<file path="config.mk">
export PLATFORM = sky130hd
export DESIGN_NAME = jtopl_pg_sched
export DESIGN_NICKNAME = d
export VERILOG_FILES = /design/src/rtl/jtopl_pkg.sv /design/src/rtl/jtopl_pg_pm.sv /design/src/rtl/jtopl_pg_sched.sv
export SDC_FILE = /design/constraint.sdc
export NUM_CORES = 1
export LEC_CHECK = 0
export ABC_AREA = 1
export ABC_CLOCK_PERIOD_IN_PS = 11850
export BUFFER_PORTS_ARGS = -buffer_cell sky130_fd_sc_hd__buf_2
export CAP_MARGIN = 20
export CORE_MARGIN = 2
export CORE_UTILIZATION = 57
export DETAILED_ROUTE_END_ITERATION = 10
export PLACE_DENSITY = 0.89
export SYNTH_ARGS = -nofsm -noshare
export SYNTH_HDL_FRONTEND = slang
export SYNTH_SLANG_ARGS = --single-unit
</file>
<file path="constraint.sdc">
create_clock -name clk -period 11.85 [get_ports clk]
set_input_delay 1.185 -clock clk [delete_from_list [all_inputs] [get_ports clk]]
set_output_delay 1.185 -clock clk [all_outputs]
set_load 0.02 [all_outputs]
</file>
<file path="src/rtl/jtopl_pkg.sv">
// rtl/jtopl_pkg.sv - shared constants and multiplier table for the jtopl phase generator
package jtopl_pkg;

  localparam int NSLOT    = 18;
  localparam int PG_DEPTH = 3;
  localparam int PHASE_W  = 19;

  // Returns twice the effective frequency multiplier, so the 0.5x code stays integral
  function automatic logic [4:0] mul_x2(input logic [3:0] mul);
    logic [4:0] x2;
    case (mul)
      4'd0:         x2 = 5'd1;
      4'd11:        x2 = 5'd20;
      4'd12, 4'd13: x2 = 5'd24;
      4'd14, 4'd15: x2 = 5'd30;
      default:      x2 = {mul, 1'b0};
    endcase
    return x2;
  endfunction

endpackage

</file>
<file path="src/rtl/jtopl_pg_pm.sv">
// rtl/jtopl_pg_pm.sv - vibrato pitch offset from the top F-number bits and the LFO step
module jtopl_pg_pm (
  input  logic [2:0]        fnum_hi,
  input  logic [2:0]        vib_cnt,
  input  logic              vib_dep,
  input  logic              vib_en,
  output logic signed [3:0] pm
);

  logic [2:0] full;
  logic [2:0] half;

  always_comb begin
    full = vib_dep ? fnum_hi : (fnum_hi >> 1);
    half = full >> 1;
    pm   = 4'sd0;
    if (vib_en) begin
      // Triangle over eight steps: rise to +full, back through zero, down to -full
      case (vib_cnt)
        3'd1, 3'd3: pm = $signed({1'b0, half});
        3'd2:       pm = $signed({1'b0, full});
        3'd5, 3'd7: pm = -$signed({1'b0, half});
        3'd6:       pm = -$signed({1'b0, full});
        default:    pm = 4'sd0;
      endcase
    end
  end

endmodule

</file>
<file path="src/rtl/jtopl_pg_sched.sv">
// rtl/jtopl_pg_sched.sv - three-stage time-multiplexed phase generator with circular phase store
module jtopl_pg_sched
  import jtopl_pkg::*;
#(
  parameter int NSLOT = jtopl_pkg::NSLOT
) (
  input  logic       clk,
  input  logic       rst,
  input  logic       cen,
  input  logic [9:0] fnum_I,
  input  logic [2:0] block_I,
  input  logic [3:0] mul_I,
  input  logic       vib_en_I,
  input  logic       keyon_I,
  input  logic [2:0] vib_cnt,
  input  logic       vib_dep,
  output logic [4:0] slot,
  output logic       zero,
  output logic [4:0] out_slot,
  output logic [9:0] phase_out
);

  logic signed [3:0]   pm_I;

  logic [9:0]          fnum_II;
  logic [2:0]          block_II;
  logic [3:0]          mul_II;
  logic                keyon_II;
  logic signed [3:0]   pm_II;

  logic [16:0]         phinc_III;
  logic [4:0]          x2_III;
  logic                keyon_III;

  logic [16:0]         freq_II;
  logic [23:0]         phinc_wide;
  logic [16:0]         phinc_II;
  logic [21:0]         prod_III;
  logic [PHASE_W-1:0]  inc_III;
  logic [PHASE_W-1:0]  phase_old;
  logic [PHASE_W-1:0]  phase_new;

  logic [PHASE_W-1:0]  phase_sr [NSLOT];
  logic [4:0]          slot_dly [PG_DEPTH];

  jtopl_pg_pm u_pm (
    .fnum_hi (fnum_I[9:7]),
    .vib_cnt (vib_cnt),
    .vib_dep (vib_dep),
    .vib_en  (vib_en_I),
    .pm      (pm_I)
  );

  assign zero     = (slot == 5'd0);
  assign out_slot = slot_dly[PG_DEPTH-1];

  // Stage II: fnum never underflows because pm is zero whenever fnum[9:7] is zero
  always_comb begin
    freq_II    = {7'd0, fnum_II} + {{13{pm_II[3]}}, pm_II};
    phinc_wide = {7'd0, freq_II} << block_II;
    phinc_II   = 17'(phinc_wide >> 1);
  end

  // Stage III: the oldest store entry is the previous phase of the slot now in stage III
  always_comb begin
    prod_III  = {5'd0, phinc_III} * {17'd0, x2_III};
    inc_III   = PHASE_W'(prod_III >> 1);
    phase_old = phase_sr[NSLOT-1];
    phase_new = keyon_III ? '0 : phase_old + inc_III;
  end

  always_ff @(posedge clk) begin
    if (rst) begin
      slot      <= 5'd0;
      fnum_II   <= '0;
      block_II  <= '0;
      mul_II    <= '0;
      keyon_II  <= 1'b0;
      pm_II     <= '0;
      phinc_III <= '0;
      x2_III    <= '0;
      keyon_III <= 1'b0;
      phase_out <= '0;
      for (int i = 0; i < NSLOT; i++) phase_sr[i] <= '0;
      for (int i = 0; i < PG_DEPTH; i++) slot_dly[i] <= '0;
    end else if (cen) begin
      slot      <= (slot == 5'(NSLOT-1)) ? 5'd0 : slot + 5'd1;

      fnum_II   <= fnum_I;
      block_II  <= block_I;
      mul_II    <= mul_I;
      keyon_II  <= keyon_I;
      pm_II     <= pm_I;

      phinc_III <= phinc_II;
      x2_III    <= mul_x2(mul_II);
      keyon_III <= keyon_II;

      phase_sr[0] <= phase_new;
      for (int i = 1; i < NSLOT; i++) phase_sr[i] <= phase_sr[i-1];
      phase_out <= phase_new[PHASE_W-1:PHASE_W-10];

      slot_dly[0] <= slot;
      for (int i = 1; i < PG_DEPTH; i++) slot_dly[i] <= slot_dly[i-1];
    end
  end

endmodule

</file>
==> impl_metrics.env, run 1 <==
export IMPL_cts_htree_levels=2
export IMPL_worst_hold_path_type="flop to flop"
export IMPL_finalWorstPathRequiredPeriod_ns=5.52
export IMPL_buffer_cell_driving_the_clock_tree_root="clkbuf_16"
export IMPL_vdd_ir_drop_worst_uv=109
export IMPL_cts_buffers=41
export IMPL_hpwl_um=24100
export IMPL_first_global_vias=13038
export IMPL_start_util=0.576
export IMPL_slew_of_the_pin_with_the_lowest_slew_margin_ns=1.08
export IMPL_max_slew_vio_count=0
export IMPL_yosys_top_cells_area="edfxtp_1 (53%), inv_1 (9.9%), nor2_1 (7.3%), dfxtp_1 (5.9%), nand2_1 (5.7%)"
export IMPL_fillers=2666
export IMPL_synth_top_area_cell="edfxtp_1"
export IMPL_flow_area_growth_from_synthesis_pct=8.82
export IMPL_power_leakage_nw=10.2
export IMPL_first_pass_grt_wire_length_um=62300
export IMPL_tns_ns=0
export IMPL_synthCells=2126
export IMPL_cts_reportedPaths_clkPinSlew_ns=0.06
export IMPL_drive_above_1_share=0.0577
export IMPL_post_synth_instance_area_um2=20400
export IMPL_synth_net_count=2259
export IMPL_finalSetupViolCount=0
export IMPL_yosysWarnings=0
export IMPL_clk_path_buf_depth=3
export IMPL_post_cts_setup_buffers=0
export IMPL_floorplan_core_area_um2=35400
export IMPL_antenna_cells=0
export IMPL_clock_skew_final_ns=0.0170
export IMPL_overall_die_width_um=193
export IMPL_timing_hold_ws_ns=0.456
export IMPL_core_rowCount=69
export IMPL_yosys_cell_types_count=46
export IMPL_antenna_found_initial=0
export IMPL_drt_wl_total_um=37600
export IMPL_synth_ff_type="edfxtp_1"
export IMPL_grtUsageTotal=0.207
export IMPL_rsz0062_at_grt="false"
export IMPL_grt_start_max_net_pins=168
export IMPL_criticalPathCategory="flop to flop"
export IMPL_detailedRoute_firstIterationViolations=1105
export IMPL_power_density_cell_area_nw_per_um2=143
export IMPL_hold_vio_cnt_final=0
export IMPL_cap_viol_max_count=0
export IMPL_cts_resized=0
export IMPL_routed_via_density=5.04
export IMPL_drt_pre_antenna_iters=5
export IMPL_die_h_um=193
export IMPL_finalNetCount=2287
export IMPL_route_antenna_remaining_nets=0
export IMPL_outcome="completed"
export IMPL_synth_seq_area_share=0.585
export IMPL_asyncSetResetFlopFracSynth=0
export IMPL_synth_top_area_frac=0.526
export IMPL_total_congestion_overflow_after_global_routing=0
export IMPL_vias=13341
export IMPL_syn_mean_instance_area_um2=9.58
export IMPL_cts_tree="built"
export IMPL_routabilityCongestion=0.870
export IMPL_cts_sink_count=417
export IMPL_synth_enable_flop_cells=357
export IMPL_worstPathRequired_ns=12.14
export IMPL_cp_max_fo=18
export IMPL_fmaxAchievable_mhz=181
export IMPL_post_cts_hold_buffer_count=0
export IMPL_wire_per_inst_um=14.2
export IMPL_critPathArrivalTime_ns=5.81
export IMPL_crit_path_start_kind="flop"
export IMPL_number_of_buffers_inserted_by_port_buffering=46
export IMPL_min_period_over_period=0.466
export IMPL_floorplan_die_area_um2=37300
export IMPL_slew_headroom=0.283
export IMPL_clk_insertion_delay_late_ns=0.54
export IMPL_worstSetupEndpointType="flop"
export IMPL_remaining_drc_errors=0
export IMPL_ys_seq_elements=417
export IMPL_io_pins=47
[kinds of logic (layout without fill, tap and decap cells)]
family | after synthesis | count (layout) | synth area share
AND/OR/NAND/NOR | 837 | 837 | 0.165
buffers and inverters | 607 | 665 | 0.117
flip-flops | 417 | 417 | 0.585
AO/OA/AOI/OAI | 133 | 133 | 0.0391
adder cells (fa/ha/maj) | 107 | 107 | 0.0827
XOR/XNOR | 25 | 25 | 0.0107
[Yosys cell counts (all sizes together) (9+ instances only)]
cell / instances
a22o: 10
o21ai: 48
nand4: 11
a21oi: 44
dfxtp: 60
clkbuf: 18
inv: 539
xnor2: 9
nand2: 310
edfxtp: 357
xor2: 16
fa: 46
buf: 49
nor2: 400
ha: 61
nand3: 99
[path summary, 6_finish.rpt]
path / cells after the start / to / from / slack, ns
setup / recovery: 24 / phase_sr[0][17] / x2_III[3] / 6.33
hold / removal: 2 / phase_out[0] / phase_out[0] / 0.46
setup reg to reg: 24 / phase_sr[0][17] / x2_III[3] / 6.33
hold reg to reg: 2 / phase_out[0] / phase_out[0] / 0.46
[worst max-delay path: stages (launching register included)]
cell and delay (ns):
dfxtp_1 0.71, nand2_1 0.12, inv_1 0.11, fa_1 0.45, fa_1 0.55, inv_1 0.06
fa_1 0.54, inv_1 0.04, ha_1 0.34, a21oi_1 0.21, nand2_1 0.08, a21oi_1 0.13
nand2_1 0.15, nand2_1 0.10, nand2_1 0.09, a21oi_2 0.14, xor2_1 0.09, ha_1 0.39
inv_1 0.09, o31ai_1 0.43, a21oi_1 0.12, nand3_1 0.11, nand2_1 0.06, nand3_1 0.10
inv_1 0.08
[report_power, final]
part / total (mW) / internal, mW / switching (mW) / leakage [nW]
Combinational: 0.189 / 0.0534 / 0.136 / 5.12
Sequential: 1.72 / 1.68 / 0.0401 / 4.45
Clock: 1.25 / 0.707 / 0.541 / 0.628
[sequential cells by signal, indices dropped and copies added (netlist names)]
name and count:
block_II 3, fnum_II 10, keyon_II 1, keyon_III 1, mul_II 4, phase_out 10
phase_sr 342, phinc_III 17, pm_II 4, slot 5, slot_dly 15, x2_III 5
[layer usage]
layer  up-vias  wire (um)  track usage  part of all wire
li1       6617          -            -                 -
met1      6319      16500        0.273              0.44
met2       317      18600        0.355              0.49
met3        88       1580       0.0310             0.042
met4         0        973       0.0664             0.026
met5         -          0            0                 0
[cells in the final DEF, fill, tap and decap left out, types with 3 or more instances in the layout]
master / count
clkinv_1: 6
o211ai_1: 6
o21ai_1: 5
fa_1: 46
o21ai_0: 39
ha_1: 61
o31ai_1: 3
nor2_1: 396
inv_1: 536
nand3_1: 98
a21oi_1: 43
buf_4: 6
nand3b_1: 3
buf_2: 46
a22o_1: 10
inv_8: 3
o21a_1: 3
dfxtp_1: 60
nor3_1: 6
a21o_1: 4
clkinv_2: 5
or2_2: 3
clkbuf_8: 3
nand4_1: 11
clkbuf_16: 41
xnor2_1: 9
o21ai_2: 4
o21bai_1: 4
a31oi_1: 4
edfxtp_1: 357
clkbuf_1: 11
xor2_1: 16
nand2_1: 310
[through the flow]
| step | instance area (um^2) | worst slack [ns] | total power [mW] | util | std cells |
|---|---|---|---|---|---|
| after floorplan | 20400 | 5.39 | 1.89 | - | 2126 |
| after global placement | 20900 | 6.53 | 1.93 | 0.590 | 2572 |
| after detailed placement | 20900 | 6.45 | 1.94 | 0.590 | 2572 |
| after CTS | 22200 | 6.44 | 3.18 | 0.626 | 2645 |
| after global routing | 22200 | 5.96 | 3.27 | 0.626 | 2645 |
| final | 22200 | 6.33 | 3.16 | 0.626 | 2645 |
[final cells by class]
type	count	area, um^2	share of cell area
Sequential cell	417	11900	0.538
Multi-Input combinational cell	1102	6070	0.274
Inverter	540	2040	0.0921
Clock buffer	55	1110	0.0500
Tap cell	461	577	0.0260
Timing Repair Buffer	52	275	0.0124
Clock inverter	18	174	0.00784
Note: power is estimated with default switching activity, not from simulation.
==> run 2, diff against run 1 <==
--- a/config.mk
+++ b/config.mk
@@ -6,7 +6,7 @@
 export NUM_CORES = 1
 export LEC_CHECK = 0
 export ABC_AREA = 1
-export ABC_CLOCK_PERIOD_IN_PS = 11850
+export ABC_CLOCK_PERIOD_IN_PS = 4900
 export BUFFER_PORTS_ARGS = -buffer_cell sky130_fd_sc_hd__buf_2
 export CAP_MARGIN = 20
 export CORE_MARGIN = 2
==> constraint.sdc (replaced) <==
create_clock -name clk -period 4.9 [get_ports clk]
set_input_delay 0.49 -clock clk [delete_from_list [all_inputs] [get_ports clk]]
set_output_delay 0.49 -clock clk [all_outputs]
set_load 0.02 [all_outputs]
==> run 2 against run 1 <==
Clock skew fell by 0.0037 ns. Die area unchanged. Final area grew 6.0%. Critical path depth up 2. Register-to-register slack worse by 6.3 ns. Core utilization rose by 3.8 points. Largest power group unchanged. First-iteration DRC count increased by 20%. Sequential share of layout area is 2.9 points lower. Global-route usage is 0.83 points higher. Routed wire length grew 8.7%. Largest cell class unchanged. Combinational power rose to 2.9 times the previous value.
==> impl_metrics.env, run 2 (synthesis results as in run 1) <==
export IMPL_outcome="completed"
export IMPL_routed_via_density=5.18
export IMPL_biggestRegsByFlops="phase_sr: 342 flops, phinc_III: 17 flops, slot_dly: 15 flops"
export IMPL_worst_hold_path_type="input port to flop"
export IMPL_worst_r2r_endpoint="phase_sr[0][18]"
export IMPL_stdcell_area_um2=23500
export IMPL_slew_of_the_pin_with_the_lowest_slew_margin_ns=0.986
export IMPL_detailedRoute_firstIterationViolations=1326
export IMPL_finalWorstPathRequiredPeriod_ns=4.83
export IMPL_rsz0062_at_grt="true"
export IMPL_total_congestion_overflow_after_global_routing=0
export IMPL_cts_tree="built"
export IMPL_largest_register="phase_sr"
export IMPL_grt_start_max_net_pins=215
export IMPL_wire_per_inst_um=15.0
export IMPL_clk_path_buf_depth=3
export IMPL_crit_top_cell="inv_1"
export IMPL_remaining_drc_errors=0
export IMPL_criticalPathCategory="flop to flop"
export IMPL_antenna_cells=0
export IMPL_overall_die_width_um=193
export IMPL_buffer_cell_driving_the_clock_tree_root="clkbuf_16"
export IMPL_cp_max_fo=10
export IMPL_met3_track_demand_over_resource_in_global_routing=0.0362
export IMPL_vdd_ir_drop_worst_uv=263
export IMPL_floorplan_die_area_um2=37300
export IMPL_clk_insertion_delay_late_ns=0.55
export IMPL_drive_above_1_share=0.145
export IMPL_start_util=0.576
export IMPL_first_pass_grt_wire_length_um=64700
export IMPL_hold_vio_cnt_final=0
export IMPL_cap_viol_max_count=0
export IMPL_drt_wl_total_um=40900
export IMPL_gr_usage_met1=0.273
export IMPL_fillers=2440
export IMPL_cts_reportedPaths_clkPinSlew_ns=0.06
export IMPL_grtUsageTotal=0.216
export IMPL_core_rowCount=69
export IMPL_max_slew_vio_count=0
export IMPL_fmaxAchievable_mhz=207
export IMPL_drt_pre_antenna_iters=5
export IMPL_crit_start="x2_III[2]"
export IMPL_finalNetCount=2373
export IMPL_vias=14134
export IMPL_placed_cell_area_um2=21400
export IMPL_min_period_over_period=0.985
export IMPL_routabilityCongestion=0.861
export IMPL_critical_path_slowest_cell="fa_1"
export IMPL_cts_htree_levels=2
export IMPL_gr_max_usage_layer="met2"
export IMPL_largest_register_ffs=342
export IMPL_worst_reg_to_reg_setup_slack_ns=0.07
export IMPL_cts_buffers=40
export IMPL_grt_met2_usage=0.368
export IMPL_flow_area_growth_from_synthesis_pct=15.3
export IMPL_reg2reg_depth=26
export IMPL_most_used_cells_in_the_layout_excluding_fill_and_tap_cells="inv_1 (523), nor2_1 (389), edfxtp_1 (357), nand2_1 (285), nand3_1 (87)"
export IMPL_worstSetupEndpointType="flop"
export IMPL_hpwl_um=25800
export IMPL_report_power_total_mw=7.56
export IMPL_r2r_start="x2_III[2]"
export IMPL_worstPathRequired_ns=5.20
export IMPL_antenna_found_initial=1
export IMPL_die_h_um=193
export IMPL_post_cts_hold_buffer_count=0
export IMPL_power_leakage_nw=10.7
export IMPL_floorplan_core_area_um2=35400
export IMPL_cts_sink_count=417
export IMPL_crit_path_end="phase_sr[0][18]"
export IMPL_seqCellArea_um2=11900
export IMPL_clock_skew_final_ns=0.0132
export IMPL_slew_headroom=0.343
export IMPL_crit_path_start_kind="flop"
export IMPL_power_density_cell_area_nw_per_um2=322
export IMPL_timing_critical_path_slowest_cell_delay_ns=0.55
export IMPL_first_global_vias=13760
export IMPL_final_common_cell="inv_1"
export IMPL_critPathArrivalTime_ns=5.12
export IMPL_number_of_buffers_inserted_by_port_buffering=46
export IMPL_multiInputGateArea_um2=6730
export IMPL_route_antenna_remaining_nets=0
export IMPL_finalSetupViolCount=0
export IMPL_io_pins=47
## run 2: critical path: cells and delay by family, from the launching register on
| kind | cells | cell delay (ns) |
|---|---|---|
| and+or+nand+nor | 9 | 0.85 |
| xor gates and xnor gates | 1 | 0.21 |
| adders and majority gates | 5 | 2.17 |
| DFF | 1 | 0.37 |
| AOI/OAI and AO/OA | 2 | 0.23 |
| buffers and inverters | 9 | 0.73 |
## run 2: worst min-delay path by stage
stage / from / end / slack, ns / cells after the start
after detailed placement: phase_out[6] / phase_out[6] / 0.45 / 2
after CTS: mul_I[3] / mul_II[3] / 0.14 / 3
after global placement: phase_out[4] / phase_out[4] / 0.45 / 2
final: mul_I[3] / mul_II[3] / 0.15 / 3
after global routing: fnum_I[4] / fnum_II[4] / 0.15 / 2
after floorplan: fnum_II[8] / fnum_II[8] / 0.43 / 2
## run 2: metrics by stage
step / setup slack, ns / cells / util / hold WS [ns] / TNS [ns]
after floorplan: 0.00129 / 2126 / - / 0.435 / 0
after global placement: -0.0703 / 2631 / 0.604 / 0.448 / -0.180
after detailed placement: -0.208 / 2631 / 0.604 / 0.452 / -1.37
after CTS: 0.00279 / 2713 / 0.644 / 0.136 / 0
after global routing: -0.171 / 2730 / 0.664 / 0.149 / -0.824
final: 0.0734 / 2730 / 0.664 / 0.148 / 0
## run 2: power breakdown
part	switching [mW]	total [mW]	leakage [nW]	internal (mW)
clock network	1.27	2.86	0.584	1.58
registers	0.0954	4.16	4.45	4.07
logic	0.367	0.543	5.66	0.176
total	1.74	7.56	10.7	5.83
## run 2: area by class of cell
type	instances	share of cell area
timing repair buffer	139	0.0426
multi-input combinational	1102	0.287
clock buffer	52	0.0449
clock inverter	19	0.00618
sequential	417	0.508
inverter	540	0.0869
tap	461	0.0245
## run 2: repair_timing
action,4_1_cts,5_1_grt
cloned,0,0
setup endpoints to repair,17,21
pin swaps,15,70
buffers inserted,11,17
gates resized for setup,29,133
## run 2: per-layer routing
layer,vias up,routed length (um)
met5,-,12
met4,2,1430
met3,135,2270
met2,496,20400
met1,6719,16800
li1,6782,-
